File: src/rtl/s2mm_packet_arbiter_if.sv
// AXI4-Stream bundle carrying arbitrated packets into the MCDMA S2MM port.
interface s2mm_packet_arbiter_if #(
    parameter int unsigned DATA_WIDTH = 32,
    parameter int unsigned DEST_WIDTH = 4
) ();
    logic [DATA_WIDTH-1:0] tdata;
    logic [DEST_WIDTH-1:0] tdest;
    logic                  tlast;
    logic                  tvalid;
    logic                  tready;

    modport master (
        output tdata,
        output tdest,
        output tlast,
        output tvalid,
        input  tready
    );

    modport slave (
        input  tdata,
        input  tdest,
        input  tlast,
        input  tvalid,
        output tready
    );
endinterface

File: src/rtl/s2mm_packet_arbiter.sv
// Round-robin packet arbiter: drains one whole packet at a time from one of
// NUM_FIFOS first-word-fall-through FIFOs onto a single AXI stream, tagging
// every beat with the source index on tdest.
module s2mm_packet_arbiter #(
    parameter int unsigned AXIS_DATA_WIDTH = 32,
    parameter int unsigned FIFO_DATA_WIDTH = 32,
    parameter int unsigned AXIS_DEST_WIDTH = 4,
    parameter int unsigned NUM_FIFOS       = 2,
    parameter int unsigned PKT_LEN_WIDTH   = 16
) (
    input  logic                                 clk,
    input  logic                                 rst_n,
    input  logic                                 enable,
    input  logic [NUM_FIFOS*PKT_LEN_WIDTH-1:0]   pkt_len,
    input  logic [NUM_FIFOS-1:0]                 fifo_empty,
    input  logic [NUM_FIFOS*FIFO_DATA_WIDTH-1:0] fifo_data,
    output logic [NUM_FIFOS-1:0]                 fifo_rden,
    s2mm_packet_arbiter_if.master                DST_AXIS,
    output logic                                 busy,
    output logic [AXIS_DEST_WIDTH-1:0]           grant_id
);

    typedef enum logic {
        IDLE = 1'b0,
        XFER = 1'b1
    } state_t;

    state_t                     state_q, state_d;
    logic [AXIS_DEST_WIDTH-1:0] last_q, last_d;
    logic [AXIS_DEST_WIDTH-1:0] grant_q, grant_d;
    logic [PKT_LEN_WIDTH-1:0]   len_q, len_d;
    logic [PKT_LEN_WIDTH-1:0]   cnt_q, cnt_d;
    logic [AXIS_DATA_WIDTH-1:0] tdata_q, tdata_d;
    logic [AXIS_DEST_WIDTH-1:0] tdest_q, tdest_d;
    logic                       tlast_q, tlast_d;
    logic                       tvalid_q, tvalid_d;

    logic [NUM_FIFOS-1:0]       req;
    logic                       req_any;
    logic [AXIS_DEST_WIDTH-1:0] pick;
    logic [PKT_LEN_WIDTH-1:0]   pick_len;
    logic                       sel_empty;
    logic [FIFO_DATA_WIDTH-1:0] sel_data;
    logic                       load;
    logic                       last_beat;

    // Per-source request: data available, non-zero length, arbitration enabled.
    always_comb begin
        req = '0;
        for (int unsigned i = 0; i < NUM_FIFOS; i++) begin
            req[i] = enable && !fifo_empty[i] &&
                     (pkt_len[i*PKT_LEN_WIDTH +: PKT_LEN_WIDTH] != '0);
        end
    end

    // Round-robin pick: first requester after the last served source, wrapping.
    always_comb begin
        int unsigned idx;
        req_any  = 1'b0;
        pick     = '0;
        pick_len = '0;
        idx      = 0;
        for (int unsigned k = 1; k <= NUM_FIFOS; k++) begin
            idx = (32'(last_q) + k) % NUM_FIFOS;
            for (int unsigned i = 0; i < NUM_FIFOS; i++) begin
                if (!req_any && (i == idx) && req[i]) begin
                    req_any  = 1'b1;
                    pick     = AXIS_DEST_WIDTH'(i);
                    pick_len = pkt_len[i*PKT_LEN_WIDTH +: PKT_LEN_WIDTH];
                end
            end
        end
    end

    // Mux out the granted FIFO's status and head word.
    always_comb begin
        sel_empty = 1'b1;
        sel_data  = '0;
        for (int unsigned i = 0; i < NUM_FIFOS; i++) begin
            if (grant_q == AXIS_DEST_WIDTH'(i)) begin
                sel_empty = fifo_empty[i];
                sel_data  = fifo_data[i*FIFO_DATA_WIDTH +: FIFO_DATA_WIDTH];
            end
        end
    end

    assign load      = (state_q == XFER) && !sel_empty && (!tvalid_q || DST_AXIS.tready);
    assign last_beat = (cnt_q == (len_q - PKT_LEN_WIDTH'(1)));

    // Pop strobe follows the load decision so the FIFO advances in the same cycle.
    always_comb begin
        fifo_rden = '0;
        for (int unsigned i = 0; i < NUM_FIFOS; i++) begin
            fifo_rden[i] = load && (grant_q == AXIS_DEST_WIDTH'(i));
        end
    end

    // Next-state, grant bookkeeping and output register update.
    always_comb begin
        state_d  = state_q;
        last_d   = last_q;
        grant_d  = grant_q;
        len_d    = len_q;
        cnt_d    = cnt_q;
        tdata_d  = tdata_q;
        tdest_d  = tdest_q;
        tlast_d  = tlast_q;
        tvalid_d = tvalid_q;

        // An accepted beat leaves the register; a load below may refill it in the same cycle.
        if (tvalid_q && DST_AXIS.tready) begin
            tvalid_d = 1'b0;
        end

        unique case (state_q)
            IDLE: begin
                if (req_any) begin
                    grant_d = pick;
                    len_d   = pick_len;
                    cnt_d   = '0;
                    state_d = XFER;
                end
            end
            XFER: begin
                if (load) begin
                    tdata_d                      = '0;
                    tdata_d[FIFO_DATA_WIDTH-1:0] = sel_data;
                    tdest_d                      = grant_q;
                    tlast_d                      = last_beat;
                    tvalid_d                     = 1'b1;
                    cnt_d                        = cnt_q + PKT_LEN_WIDTH'(1);
                    if (last_beat) begin
                        last_d  = grant_q;
                        state_d = IDLE;
                    end
                end
            end
            default: state_d = IDLE;
        endcase
    end

    // State and output registers; reset drops any held beat.
    always_ff @(posedge clk or negedge rst_n) begin
        if (!rst_n) begin
            state_q  <= IDLE;
            last_q   <= AXIS_DEST_WIDTH'(NUM_FIFOS - 1);
            grant_q  <= '0;
            len_q    <= '0;
            cnt_q    <= '0;
            tdata_q  <= '0;
            tdest_q  <= '0;
            tlast_q  <= 1'b0;
            tvalid_q <= 1'b0;
        end else begin
            state_q  <= state_d;
            last_q   <= last_d;
            grant_q  <= grant_d;
            len_q    <= len_d;
            cnt_q    <= cnt_d;
            tdata_q  <= tdata_d;
            tdest_q  <= tdest_d;
            tlast_q  <= tlast_d;
            tvalid_q <= tvalid_d;
        end
    end

    assign DST_AXIS.tdata  = tdata_q;
    assign DST_AXIS.tdest  = tdest_q;
    assign DST_AXIS.tlast  = tlast_q;
    assign DST_AXIS.tvalid = tvalid_q;
    assign busy            = (state_q == XFER) || tvalid_q;
    assign grant_id        = grant_q;

endmodule
File: src/flat_wrapper.sv
// flat-port wrapper written by rule: the top's interface ports become plain ports
module s2mm_packet_arbiter_flat 
#(
    parameter int unsigned AXIS_DATA_WIDTH = 32,
    parameter int unsigned FIFO_DATA_WIDTH = 32,
    parameter int unsigned AXIS_DEST_WIDTH = 4,
    parameter int unsigned NUM_FIFOS       = 2,
    parameter int unsigned PKT_LEN_WIDTH   = 16
)
  (clk, rst_n, enable, pkt_len, fifo_empty, fifo_data, fifo_rden, busy, grant_id, DST_AXIS_tdata, DST_AXIS_tdest, DST_AXIS_tlast, DST_AXIS_tvalid, DST_AXIS_tready);
  s2mm_packet_arbiter_if DST_AXIS_i ();
  input  logic clk;
  input  logic rst_n;
  input  logic enable;
  input  logic [NUM_FIFOS*PKT_LEN_WIDTH-1:0] pkt_len;
  input  logic [NUM_FIFOS-1:0] fifo_empty;
  input  logic [NUM_FIFOS*FIFO_DATA_WIDTH-1:0] fifo_data;
  output logic [NUM_FIFOS-1:0] fifo_rden;
  output logic busy;
  output logic [AXIS_DEST_WIDTH-1:0] grant_id;
  output wire logic [$bits(DST_AXIS_i.tdata)-1:0] DST_AXIS_tdata;
  output wire logic [$bits(DST_AXIS_i.tdest)-1:0] DST_AXIS_tdest;
  output wire logic [$bits(DST_AXIS_i.tlast)-1:0] DST_AXIS_tlast;
  output wire logic [$bits(DST_AXIS_i.tvalid)-1:0] DST_AXIS_tvalid;
  input wire logic [$bits(DST_AXIS_i.tready)-1:0] DST_AXIS_tready;
  assign DST_AXIS_tdata = DST_AXIS_i.tdata;
  assign DST_AXIS_tdest = DST_AXIS_i.tdest;
  assign DST_AXIS_tlast = DST_AXIS_i.tlast;
  assign DST_AXIS_tvalid = DST_AXIS_i.tvalid;
  assign DST_AXIS_i.tready = DST_AXIS_tready;
  s2mm_packet_arbiter #(.AXIS_DATA_WIDTH(AXIS_DATA_WIDTH), .FIFO_DATA_WIDTH(FIFO_DATA_WIDTH), .AXIS_DEST_WIDTH(AXIS_DEST_WIDTH), .NUM_FIFOS(NUM_FIFOS), .PKT_LEN_WIDTH(PKT_LEN_WIDTH)) u_core (.clk(clk), .rst_n(rst_n), .enable(enable), .pkt_len(pkt_len), .fifo_empty(fifo_empty), .fifo_data(fifo_data), .fifo_rden(fifo_rden), .DST_AXIS(DST_AXIS_i), .busy(busy), .grant_id(grant_id));
endmodule
File: config.mk
export PLATFORM = sky130hd
export DESIGN_NAME = s2mm_packet_arbiter_flat
export DESIGN_NICKNAME = d
export VERILOG_FILES = /design/src/rtl/s2mm_packet_arbiter_if.sv /design/src/rtl/s2mm_packet_arbiter.sv /design/src/flat_wrapper.sv
export SDC_FILE = /design/constraint.sdc
export NUM_CORES = 1
export LEC_CHECK = 0
export ABC_AREA = 1
export CORE_ASPECT_RATIO = 0.7
export CORE_MARGIN = 2
export CORE_UTILIZATION = 40
export DETAILED_ROUTE_END_ITERATION = 12
export GPL_TIMING_DRIVEN = 0
export PLACE_DENSITY = 0.71
export SYNTH_ARGS = -nofsm -noshare
export SYNTH_HDL_FRONTEND = slang
export SYNTH_SLANG_ARGS = --single-unit
File: constraint.sdc
create_clock -name clk -period 1.9 [get_ports clk]
set_clock_uncertainty 0.05 [all_clocks]
set_input_delay 0.38 -clock clk [delete_from_list [all_inputs] [get_ports clk]]
set_output_delay 0.38 -clock clk [all_outputs]
set_load 0.05 [all_outputs]
== Word level (Yosys, flattened, before mapping) ==
Index checks and enable logic that the tools add are counted.
Cells by class
  reductions and logical operators: 34
  bitwise logic cells: 1
  equal/unequal tests: 4
  mux-type cells: 25
  $add $sub $neg: 4
Operator list (count)
  $mux W16: 6
  $logic_not A32 Y1: 2
  $mux W32: 2
  $pmux W16 S2: 1
  $reduce_bool A16 Y1: 2
  $add A16 B1 Y16 const B: 1
  $eq A16 B16 Y1: 1
  $logic_and A1 B1 Y1: 16
  $sub A16 B1 Y16 const B: 1
  $mux W1: 15
  $logic_not A1 Y1: 7
  $reduce_and A2 Y1: 3
  $logic_not A4 Y1: 1
  $reduce_and A3 Y1: 1
  $add A1 B1 Y1 const B: 2
  $logic_or A1 B1 Y1: 2
  $ne A2 B1 Y1 const B: 1
  $ne A2 B2 Y1 const B: 1
  $pmux W1 S2: 1
  $eq A1 B1 Y1 const B: 1
  $not A1 Y1: 1
Word-level totals
  input port bits: 102
  bits in registers: 70

== Longest topological paths before layout ==
  depth after elaboration: 19
  gate-level depth with buffers: 16

== Worst setup path before layout ==
Ideal clock, no wire load.
  path kind: register -> output
  from: reg u_core.grant_q[0] (netlist: u_core.grant_id[0])
  to: out fifo_rden[0]
  setup slack: -136 ps
  arrival time: 1606 ps
  buffers on the path: 1
  required time: 1470 ps
  stages on the path, launching flop included: 6
  cells stage by stage: dfrtp_1 nor2_1 nor2_4 nand2_4 nor2_2 buf_2
Between the ends
  cells in the longest elaborated chain, start to end: 7
RTL lines
  start, declared: RTL line s2mm_packet_arbiter.sv:30  | logic [AXIS_DEST_WIDTH-1:0] grant_q, grant_d;
  start signal, assigned: RTL line s2mm_packet_arbiter.sv:157  | grant_q <= grant_d;
  $logic_not A4 Y1: RTL line s2mm_packet_arbiter.sv:80, s2mm_packet_arbiter.sv:94
  $mux W1 (2 in series): RTL line s2mm_packet_arbiter.sv:80  | if (grant_q == AXIS_DEST_WIDTH'(i)) begin
  $logic_not A1 Y1: RTL line s2mm_packet_arbiter.sv:87  | assign load = (state_q == XFER) && !sel_empty && (!tvalid_q || DST_AXIS.tready);
  $logic_and A1 B1 Y1 (2 in series): RTL line s2mm_packet_arbiter.sv:87
  $logic_and A1 B1 Y1 *: RTL line s2mm_packet_arbiter.sv:94  | fifo_rden[i] = load && (grant_q == AXIS_DEST_WIDTH'(i));
  end, declared: RTL line flat_wrapper.sv:18  | output logic [NUM_FIFOS-1:0] fifo_rden;
Mark *: on every way between the ends. The rest lies on a longest branch, timed or not.

== Worst setup path in the final report ==
  from: reg u_core.len_q[0]
  to: reg u_core.state_q
Between the ends
  cells in the longest elaborated chain, start to end: 5
RTL lines
  start, declared: RTL line s2mm_packet_arbiter.sv:31  | logic [PKT_LEN_WIDTH-1:0] len_q, len_d;
  start signal, assigned: RTL line s2mm_packet_arbiter.sv:158  | len_q <= len_d;
  $sub A16 B1 Y16: RTL line s2mm_packet_arbiter.sv:88  | assign last_beat = (cnt_q == (len_q - PKT_LEN_WIDTH'(1)));
  $eq A16 B16 Y1: RTL line s2mm_packet_arbiter.sv:88
  $mux W1: RTL line s2mm_packet_arbiter.sv:132  | if (last_beat) begin
  $mux W1: RTL line s2mm_packet_arbiter.sv:125  | if (load) begin
  $pmux W1 S2: RTL line s2mm_packet_arbiter.sv:115  | unique case (state_q)
  net u_core.state_d: RTL line s2mm_packet_arbiter.sv:28  | state_t state_q, state_d;
  end signal, assigned: RTL line s2mm_packet_arbiter.sv:155  | state_q <= state_d;
  end, declared: RTL line s2mm_packet_arbiter.sv:28
The timed path passes the listed nets, and every way through them passes these cells.
A chain may end at the register's enable or synchronous reset.

==> key figures <==
Place
  – GP Congestion: 0.879
  – Placed insts: 945
  – Buffers added on ports: 140
  – Final HPWL DP: approximately 11 mm

Critical path
  – Buffers & Inverters on Critical Path: 1
  – Startpoint types: flip-flop
  – Delay-heaviest family, CP: simple AND/OR/NAND/NOR gates
  – Cell chain of the critical path: inv_2, ha_4, nand2_2, nor2_4, nand3_2, a21oi_1, nand2_1, nor2_1, nand3_2, nand2_1, nand2_1
  – Worst-case reg-to-reg path depth: 11
  – Max FO, Critical Path: 5
  – RR Startpoint: u_core.len_q[0]
  – Crit Path Category: reg -> reg
  – R2r setup slk: 0.002 ns
  – Slowest cell delay on critical path: ~0.42 ns
  – WP data required: about 2.1 ns
  – Max stage delay cell, worst path: dfrtp_1
  – CP Capture Type: flip-flop
  – Reg2reg end: u_core.state_q
  – Crit path DAT: ~2.1 ns
  – CP most frequent cell: nand2_1
  – Crit path depth: 11

Floorplanning
  – Initial Util: 40.7%
  – Die area: 11900 µm²
  – DIE WIDTH: about 130 µm
  – Die height: slightly above 90 µm
  – Rows: 32
  – I/O pin count: 147
  – Core area: between 10000 and 15000 µm²

Finish
  – Register Area: ~1800 µm²
  – P&R area growth vs syn: 50.5%
  – Final std cells w/o fill: 975
  – Area of the multi-input gates: roughly 2400 µm²
  – Post-layout net count: ~920
  – Final Util: between 60% and 70%
  – Filler cells: 1025
  – Ant. Diodes: 0
  – Layout cells sized above 1: a little over an eighth

STA
  – Setup TNS: 0 ns
  – Tcrit/Tclk final: 99.9%
  – Worst slew margin: 63.2%
  – Finish-stage setup viols: 0
  – Final Hold Violating Endpoints: 0
  – Period minus WS final: about 1.9 ns
  – Slew Limit Fails: 0
  – Max Fclk: ~530 MHz
  – RSZ-0062 raised after global routing: true
  – Worst-Margin Slew: 0.554 ns

Route
  – Final WL: approximately 14 mm
  – DR pass1 iterations: 5
  – Vias per cell: 4.92
  – Drc violations: 0
  – Iter 0 DRT Violations: 377
  – Post-DRT Antenna Nets: 0
  – DR WL met2: between 6 and 7 mm
  – M1 wire length: 6.95 mm
  – Via Count: 4796
  – Wire per inst: 14.5 µm
  – Top layer reached by signal wires: met4
  – Metal3 WL: ~800 µm

Clock network
  – Clock Latency Late Sink: between 0.3 and 0.4 ns
  – Sink Count: 70
  – Clock transition at path regs: around 0.06 ns
  – Max clock buf depth: 2
  – CTS tree: yes
  – H-tree Lvls: 3
  – Root buffer cell: clkbuf_16
  – Num CTS Buffers: 9

Synth
  – Syn Area/Cell: between 6 and 7 µm²
  – Syn Std Cell Area: roughly 4400 µm²
  – Netlist cell types: 34
  – Yosys warnings: 0
  – Flops & latches, synth: 70
  – Async set-reset flop share out of synthesis: 100%
  – Register area share after synthesis: ~40%
  – Synthesized instance count: roughly 650
  – Dominant synthesized flop cell: dfrtp_1
  – Number of synthesized flops with an enable pin: 0

Power and ir drop
  – Final Power: 11.1 mW
  – PD cells: between 1500 and 2000 nW/µm²
  – Leak: 3.37 nW
  – VDD IR max: about 0.74 mV

GRT
  – First-pass GRT wire length: approximately 23 mm
  – GRT Util Overall: 24.4%
  – Largest net degree at the start of global routing: 47
  – Remaining Overflow, GRT: 0
  – Vias in the first global route: ~4500
  – Antenna violations before repair: 0

Run
  – Total of max-cap violations: 0

Hold path
  – Hold WC Path Type: in -> reg
  – Worst Hold Path EP: u_core.len_q[0]
  – HP Start: pkt_len[16]
  – Hold path cells: 3

Outcome
  – Status: finished clean
[worst register-to-register path, cell delays in order, from the launching register on]
cell	delay, ns
dfrtp_1	0.42
inv_2	0.10
ha_4	0.17
nand2_2	0.10
nor2_4	0.20
nand3_2	0.10
a21oi_1	0.17
nand2_1	0.06
nor2_1	0.17
nand3_2	0.13
nand2_1	0.08
nand2_1	0.04
[metrics by stage]
| stage | instance area [µm²] | hold WS (ns) | worst slack [ns] |
|---|---|---|---|
| after global placement | 6040 | 0.419 | -2.36 |
| final | 6660 | 0.294 | 0.00249 |
| after global routing | 6660 | 0.308 | -0.104 |
| after floorplan | 4450 | 0.0344 | 0.0509 |
| after CTS | 6500 | 0.431 | -0.0442 |
| after detailed placement | 6070 | 0.271 | -1.14 |
[area by class of cell]
cell class              count  share of cell area, %
well taps                 153                   2.87
flip-flops and latches     70                   26.3
clock inverters             7                   1.80
inverters                  56                   3.15
clock buffers               9                   3.38
repair buffers            156                   23.6
multi-input cells         497                   35.8
plain buffers              27                   3.02
[cell usage in the layout (no fill, tap or decap), types with 7 or more instances in the layout]
cell type        netlist  layout
inv_1                 54      50
buf_2                 10       8
dlymetal6s2s_1         0      15
clkdlybuf4s50_1        0      84
xor2_1                17      17
dlygate4sd2_1          0      37
nor2_1                72      67
buf_4                  9      20
nand2_2                4      11
nand2_1              232     225
clkbuf_16              0      10
nand3_1               95      93
buf_6                  4       7
nand4_1                8       8
o21ai_1               11      11
dfrtp_1               69      67
nor2_2                13      16
[per-layer routing]
metal	up-vias	track usage, %
met5	-	0
li1	2364	-
met3	14	5.13
met1	2260	36.7
met2	158	35.5
met4	0	5.91
[worst max path at each step]
stage / startpoint / to / slack (ns)
2_1_floorplan: u_core.grant_id[0] / fifo_rden[0] / 0.05
3_3_place_gp: rst_n / u_core.grant_id[0] / -2.36
3_5_place_dp: fifo_empty[1] / fifo_rden[0] / -1.14
4_1_cts: u_core.len_q[1] / u_core.state_q / -0.04
5_1_grt: u_core.len_q[1] / u_core.state_q / -0.10
6_report: u_core.len_q[0] / u_core.state_q / 0.002
[power by group]
part,total (mW),internal [mW],switching [mW]
clock,1.96,1.29,0.672
combinational,6.37,2.16,4.20
sequential,2.79,2.15,0.643
[registers in the layout (all words and copies together), names as in the netlist]
| name | flops |
|---|---|
| u_core.DST_AXIS.tdata | 32 |
| u_core.cnt_q | 16 |
| u_core.len_q | 16 |
| u_core.DST_AXIS.tdest | 1 |
| u_core.DST_AXIS.tlast | 1 |
| u_core.DST_AXIS.tvalid | 1 |
| u_core.grant_id | 1 |
| u_core.last_q | 1 |
| u_core.state_q | 1 |
[logic make-up after synthesis]
group / count (synthesis) / synth area share [%]
and+or+nand+nor: 450 / 44.6
buffers and inverters: 84 / 8.84
DFF: 70 / 39.6
xor gates and xnor gates: 22 / 4.35
AOI/OAI and AO/OA: 17 / 2.01
adders and majority gates: 2 / 0.565
other: 1 / 0.0847
[synth_stat cells (6+ instances only)]
| master | count | area share [%] |
|---|---|---|
| nand2_1 | 232 | 20 |
| nand3_1 | 95 | 11 |
| nor2_1 | 72 | 6.1 |
| dfrtp_1 | 69 | 39 |
| inv_1 | 54 | 4.6 |
| xor2_1 | 17 | 3.4 |
| nor2_2 | 13 | 1.8 |
| o21ai_1 | 11 | 1.2 |
| buf_2 | 10 | 1.1 |
| buf_4 | 9 | 1.5 |
| nand4_1 | 8 | 1.1 |
| nor3_1 | 6 | 0.68 |
[repair_timing]
item | CTS | global route
pin swaps | 9 | 13
hold buffers | 1 | 0
setup buffers | 9 | 4
gates cloned | 0 | 1
setup endpoints to repair | 45 | 44
gates resized for setup | 74 | 38
endpoints found under the hold margin | 24 | 0
Note: power is estimated with default switching activity, not from simulation.
